==> src/rtl/rl_types.sv <==
// Shared types and default sizing for the race-logic alignment array.
package rl_types;

  localparam int DELAY_WIDTH   = 4;
  localparam int CFG_DEPTH_DEF = 16;
  localparam int CTR_WIDTH_DEF = 8;
  localparam int TB_LEN_DEF    = 32;

  typedef enum logic [2:0] {
    IDLE,
    CFG,
    RACE,
    TB,
    DONE
  } ctrl_state_e;

endpackage

==> src/rtl/sat_counter.sv <==
// Saturating up-counter; holds at all-ones, sat flags the ceiling.
module sat_counter #(
  parameter int WIDTH = 8
) (
  input  logic             clk,
  input  logic             rst,
  input  logic             clr,
  input  logic             inc,
  output logic [WIDTH-1:0] count,
  output logic             sat
);

  logic [WIDTH-1:0] cnt_q, cnt_d;

  assign sat   = &cnt_q;
  assign count = cnt_q;

  always_comb begin
    cnt_d = cnt_q;
    if (clr) begin
      cnt_d = '0;
    end else if (inc && !sat) begin
      cnt_d = cnt_q + WIDTH'(1);
    end
  end

  always_ff @(posedge clk) begin
    if (rst) begin
      cnt_q <= '0;
    end else begin
      cnt_q <= cnt_d;
    end
  end

endmodule

==> src/rtl/race_ctrl.sv <==
// Sequencer for one race-logic pass: load delays, time the race,
// drain traceback, then pulse done with the score.
module race_ctrl
  import rl_types::*;
#(
  parameter int CFG_DEPTH   = CFG_DEPTH_DEF,
  parameter int CTR_WIDTH   = CTR_WIDTH_DEF,
  parameter int TB_LEN      = TB_LEN_DEF,
  parameter int DELAY_WIDTH = rl_types::DELAY_WIDTH
) (
  input  logic                   clk,
  input  logic                   rst,
  input  logic                   start,
  input  logic [DELAY_WIDTH-1:0] cfg_indel,
  input  logic [DELAY_WIDTH-1:0] cfg_sub,
  input  logic                   arrive,
  output logic                   busy,
  output logic                   indel_shift_en,
  output logic [DELAY_WIDTH-1:0] indel_shift,
  output logic                   sub_shift_en,
  output logic [DELAY_WIDTH-1:0] sub_shift,
  output logic                   race_go,
  output logic                   tb_shift_en,
  output logic [CTR_WIDTH-1:0]   score,
  output logic                   timeout,
  output logic                   done
);

  localparam int PH_MAX = (CFG_DEPTH > TB_LEN) ? CFG_DEPTH : TB_LEN;
  localparam int PH_W   = (PH_MAX > 1) ? $clog2(PH_MAX) : 1;

  if (CFG_DEPTH < 1 || TB_LEN < 1 || CTR_WIDTH < 1 ||
      DELAY_WIDTH < 1) begin : g_bad_param
    $error("race_ctrl: all parameters must be at least 1");
  end

  ctrl_state_e            state_q, state_d;
  logic [PH_W-1:0]        ph_q, ph_d;
  logic [DELAY_WIDTH-1:0] indel_q, indel_d;
  logic [DELAY_WIDTH-1:0] sub_q, sub_d;
  logic [CTR_WIDTH-1:0]   score_q, score_d;
  logic                   tmo_q, tmo_d;
  logic [CTR_WIDTH-1:0]   cnt;
  logic                   cnt_sat;
  logic                   in_race;

  assign in_race = (state_q == RACE);

  // Counter sits at zero outside RACE so the first race cycle reads 0.
  sat_counter #(
    .WIDTH(CTR_WIDTH)
  ) u_race_ctr (
    .clk  (clk),
    .rst  (rst),
    .clr  (!in_race),
    .inc  (in_race && !arrive),
    .count(cnt),
    .sat  (cnt_sat)
  );

  always_comb begin
    state_d = state_q;
    ph_d    = ph_q;
    indel_d = indel_q;
    sub_d   = sub_q;
    score_d = score_q;
    tmo_d   = tmo_q;
    unique case (state_q)
      IDLE: begin
        if (start) begin
          indel_d = cfg_indel;
          sub_d   = cfg_sub;
          ph_d    = '0;
          score_d = '0;
          tmo_d   = 1'b0;
          state_d = CFG;
        end
      end
      CFG: begin
        if (ph_q == PH_W'(CFG_DEPTH - 1)) begin
          ph_d    = '0;
          state_d = RACE;
        end else begin
          ph_d = ph_q + PH_W'(1);
        end
      end
      RACE: begin
        // Arrival takes priority over saturation in the same cycle.
        if (arrive) begin
          score_d = cnt;
          tmo_d   = 1'b0;
          ph_d    = '0;
          state_d = TB;
        end else if (cnt_sat) begin
          score_d = cnt;
          tmo_d   = 1'b1;
          state_d = DONE;
        end
      end
      TB: begin
        if (ph_q == PH_W'(TB_LEN - 1)) begin
          ph_d    = '0;
          state_d = DONE;
        end else begin
          ph_d = ph_q + PH_W'(1);
        end
      end
      DONE: begin
        state_d = IDLE;
      end
      default: begin
        state_d = IDLE;
      end
    endcase
  end

  always_ff @(posedge clk) begin
    if (rst) begin
      state_q <= IDLE;
      ph_q    <= '0;
      indel_q <= '0;
      sub_q   <= '0;
      score_q <= '0;
      tmo_q   <= 1'b0;
    end else begin
      state_q <= state_d;
      ph_q    <= ph_d;
      indel_q <= indel_d;
      sub_q   <= sub_d;
      score_q <= score_d;
      tmo_q   <= tmo_d;
    end
  end

  assign busy           = (state_q != IDLE);
  assign indel_shift_en = (state_q == CFG);
  assign sub_shift_en   = (state_q == CFG);
  assign indel_shift    = (state_q == CFG) ? indel_q : '0;
  assign sub_shift      = (state_q == CFG) ? sub_q : '0;
  assign race_go        = in_race;
  assign tb_shift_en    = (state_q == TB);
  assign done           = (state_q == DONE);
  assign score          = score_q;
  assign timeout        = tmo_q;

endmodule

==> config.mk <==
export PLATFORM = sky130hd
export DESIGN_NAME = race_ctrl
export DESIGN_NICKNAME = d
export VERILOG_FILES = /design/src/rtl/rl_types.sv /design/src/rtl/sat_counter.sv /design/src/rtl/race_ctrl.sv
export SDC_FILE = /design/constraint.sdc
export NUM_CORES = 1
export LEC_CHECK = 0
export CORE_MARGIN = 2
export CORE_UTILIZATION = 49
export CTS_BUF_LIST = sky130_fd_sc_hd__clkbuf_16
export DETAILED_ROUTE_END_ITERATION = 16
export PLACE_DENSITY = 0.85
export SYNTH_ARGS = -nofsm -noshare
export SYNTH_HDL_FRONTEND = slang
export SYNTH_SLANG_ARGS = --single-unit
==> constraint.sdc <==
create_clock -name clk -period 1.9 [get_ports clk]
set_input_delay 0.38 -clock clk [delete_from_list [all_inputs] [get_ports clk]]
set_output_delay 0.38 -clock clk [all_outputs]
set_load 0.02 [all_outputs]
==> impl_summary.log <==
[metrics] status: finished clean
[metrics] path type of the worst min-delay path: reg2reg
[metrics] combinational share of power: 8.3%
[metrics] metal3 WL: 223 um
[metrics] Final period util: 96.56%
[metrics] number of enable flip-flop cells after synthesis: 0
[metrics] total of max-cap violations: 0
[metrics] cts bufs inserted: 5
[metrics] Synth Warn #: 0
[metrics] area share of the largest cell type after synthesis: 43.00%
[metrics] metal1 wirelength: 1.587 mm
[metrics] violation count after the first detailed-route iteration: 78
[metrics] worst skew pair latency: 0.28 ns
[metrics] Pint: 0.001233 W
[metrics] RD Place Congestion: 0.8395
[metrics] Worst path slowest cell: sky130_fd_sc_hd__dlygate4sd2_1
[metrics] critical path required time: 1.52 ns
[metrics] switching fraction of total power: 22.41%
[metrics] antenna viol nets, final: 0
[metrics] FFs w/ async S/R, synth: 0%
[metrics] setup-violating endpoint count in the final report: 0
[metrics] instance area at placement: 1991 sq um
[metrics] post-CTS setup buffer count: 0
[metrics] DRC errors left: 0
[metrics] cell taking the most area after synthesis: sky130_fd_sc_hd__dfxtp_1
[metrics] Buffers on Ports: 34
[metrics] final net count: 235
[metrics] post-synthesis instance total: 174
[metrics] synth cell count leaders: sky130_fd_sc_hd__dfxtp_1, sky130_fd_sc_hd__nand2_1, sky130_fd_sc_hd__nor2_1
[metrics] maximum operating frequency: 0.5451 GHz
[metrics] cells traversed along the worst timing path: buf_4 -> nor2b_1 -> and2_1 -> dlygate4sd2_1
[metrics] Post-Synthesis Cell Area: 1536 sq um
[metrics] post-DR wirelength/cell: 14.29 um
[metrics] clock-pin slew reported for the worst setup and hold paths after clock tree synthesis: 0.05 ns
[metrics] die area: 3599 sq um
[metrics] clock period minus final worst setup slack: 1.835 ns
[metrics] vias in the first global route: 1363
[metrics] areal power density over the cells: 764.2 nW/um^2
[metrics] top cells by area in the synthesized netlist: sky130_fd_sc_hd__dfxtp_1, sky130_fd_sc_hd__and2_1, sky130_fd_sc_hd__nand2_1, sky130_fd_sc_hd__a22o_1, sky130_fd_sc_hd__a21oi_1
[metrics] Worst Path Arrival: 1.45 ns
[metrics] Syn-to-layout area delta: 35.34%
[metrics] Layout Cell Area excl Fill: 2079 sq um
[metrics] number of antenna violations at the first check in global routing: 0
[metrics] quantity of hold-fixing buffers added after cts: 0
[metrics] floorplan core area: 3028 sq um
[metrics] worst-case vdd ir drop: 0.5758 mV
[metrics] Worst-Margin Slew: 0.4887 ns
[metrics] switching power total: 0.0003562 W
[metrics] number of sinks handled by clock tree synthesis: 33
[metrics] RSZ-0062 raised after global routing: false
[metrics] portion of total power attributed to the clock network: 46.7%
[metrics] ratio of cells with drive above 1 in the final layout: 16.89%
[metrics] worst slew slack as a fraction of its limit: 67.42%
[metrics] top flip-flop cell by instance count after synthesis: sky130_fd_sc_hd__dfxtp_1
[metrics] final clock skew: 0.005400 ns
[metrics] aggregate global routing overflow: 0
[metrics] number of I/O pins: 35
[metrics] HPWL after DPL: 2.716 mm
[metrics] H-Tree Depth: 2
[metrics] Detailed Routing Iterations Pass 1: 4
[metrics] core occupancy in the finished layout: 68.68%
[metrics] clock tree from TritonCTS: done
[metrics] PnR Total Power: 0.001589 W
[metrics] Fin. Hold Viols: 0
[metrics] die span in y: 60.00 um
[metrics] wire length after detailed routing: 3.758 mm
[metrics] Root Buffer Master: sky130_fd_sc_hd__clkbuf_16
[metrics] GRT Resource Usage Total: 23.23%
[metrics] Leakage: 0.8497 nW
[metrics] most frequently used cell type in the post-synthesis netlist: sky130_fd_sc_hd__dfxtp_1
[metrics] Via density: 5.471
[metrics] post-synthesis cell type count: 41
[metrics] vias: 1439
[metrics] starting density of the core: 50.74%
[metrics] global-route wire length before repair: 5.996 mm
[metrics] portion of the post-synthesis area used by sequential elements: 43.00%
[metrics] synthesized netlist net count: 189
[metrics] Crit. End Element: output port
[metrics] final max-slew violation count: 0
[metrics] post-synthesis average cell area: 8.830 sq um
[metrics] number of buffers on the longest clock path: 2
[metrics] top metal layer carrying routed signals: met4
[metrics] post-cts repair resize count: 15
[metrics] CP peak stage delay: 0.34 ns
[metrics] Critical Setup Path Class: reg2out
[metrics] routed wire length on met2: 1.884 mm
[metrics] n_diodes: 0
[metrics] num rows: 20
[metrics] horizontal die dimension: 60.00 um
[metrics] sort of element at the start of the critical path: flip-flop
[metrics] Max FO, Critical Path: 11
[metrics] register-to-register setup slack: 0.18 ns
[metrics] Yosys reg bits: 33
[metrics] largest net degree at the start of global routing: 18
[metrics] relative contribution of sequential cells to total power: 45.0%
critical path, delay by kind of cell (launching register included):
kind                   cells  cell delay (ns)
flip-flops                 1             0.30
AND/OR/NAND/NOR            2             0.36
buffers and inverters      2             0.51
final timing paths:
path / startpoint / to / depth (start not counted)
hold reg to reg: indel_q[0] / indel_q[0] / 2
hold / removal: indel_q[0] / indel_q[0] / 2
setup reg to reg: u_race_ctr.count[0] / score[2] / 5
setup / recovery: state_q[2] / tb_shift_en / 4
registers in the layout, summed over array words and instances (netlist names):
signal	cells
indel_q	4
ph_q	5
score	8
state_q	3
sub_q	4
timeout	1
u_race_ctr.count	8
cell families (layout without fill, tap and decap cells):
family | count (synthesis) | count (layout) | synth area share [%]
mux | 4 | 4 | 2.687
xor+xnor | 6 | 6 | 3.420
compound gates | 39 | 39 | 18.32
buf+inv | 14 | 59 | 4.234
simple gates | 75 | 75 | 25.90
fa+ha+maj | 3 | 3 | 2.443
flops | 33 | 33 | 43.00
power by group through the flow:
stage	combinational [W]	clock, W	sequential (W)
2_1_floorplan	0.0000751	0	0.000725
3_3_place_gp	0.000134	0	0.000727
3_5_place_dp	0.000138	0	0.000728
4_1_cts	0.000132	0.000751	0.000714
5_1_grt	0.000143	0.000786	0.000715
6_report	0.000132	0.000742	0.000715
final cells by class:
type,instances,area (sq um)
fillers,239,948.4
repair buffers,48,397.9
inverters,5,18.77
clock buffers,5,125.1
multi-input cells,127,815.8
flip-flops and latches,33,661.9
well taps,44,55.05
clock inverters,1,5.005
cell usage in the layout, fill, tap and decap left out, types with 4 or more instances in the layout:
master | netlist | layout
sky130_fd_sc_hd__a22o_1 | 8 | 8
sky130_fd_sc_hd__inv_1 | 5 | 5
sky130_fd_sc_hd__clkdlybuf4s50_1 | 0 | 20
sky130_fd_sc_hd__a21oi_1 | 12 | 12
sky130_fd_sc_hd__dlygate4sd2_1 | 0 | 6
sky130_fd_sc_hd__and3_1 | 4 | 4
sky130_fd_sc_hd__nor3_1 | 6 | 5
sky130_fd_sc_hd__nand2_1 | 20 | 20
sky130_fd_sc_hd__clkbuf_2 | 0 | 8
sky130_fd_sc_hd__xor2_1 | 5 | 5
sky130_fd_sc_hd__and2_1 | 12 | 12
sky130_fd_sc_hd__clkbuf_16 | 0 | 5
sky130_fd_sc_hd__buf_4 | 1 | 14
sky130_fd_sc_hd__nor2_1 | 16 | 16
sky130_fd_sc_hd__dfxtp_1 | 33 | 32
through the flow:
| step | hold WS [ns] | instances | TNS [ns] | worst slack (ns) |
|---|---|---|---|---|
| CTS | 0.4503 | 263 | 0 | 0.03973 |
| finish | 0.4509 | 263 | 0 | 0.06545 |
| global route | 0.4709 | 263 | 0 | 0.006734 |
| detailed placement | 0.4436 | 257 | -0.08306 | -0.03487 |
| floorplan | 0.4317 | 174 | 0 | 0.03125 |
| global placement | 0.4383 | 257 | 0 | 0.05224 |
per-layer routing:
layer  up-vias  track usage, %
met1       686           27.90
li1        701               -
met5         -               0
met2        46           37.27
met3         6           5.844
met4         0           13.65
Note: power is estimated with default switching activity, not from simulation.
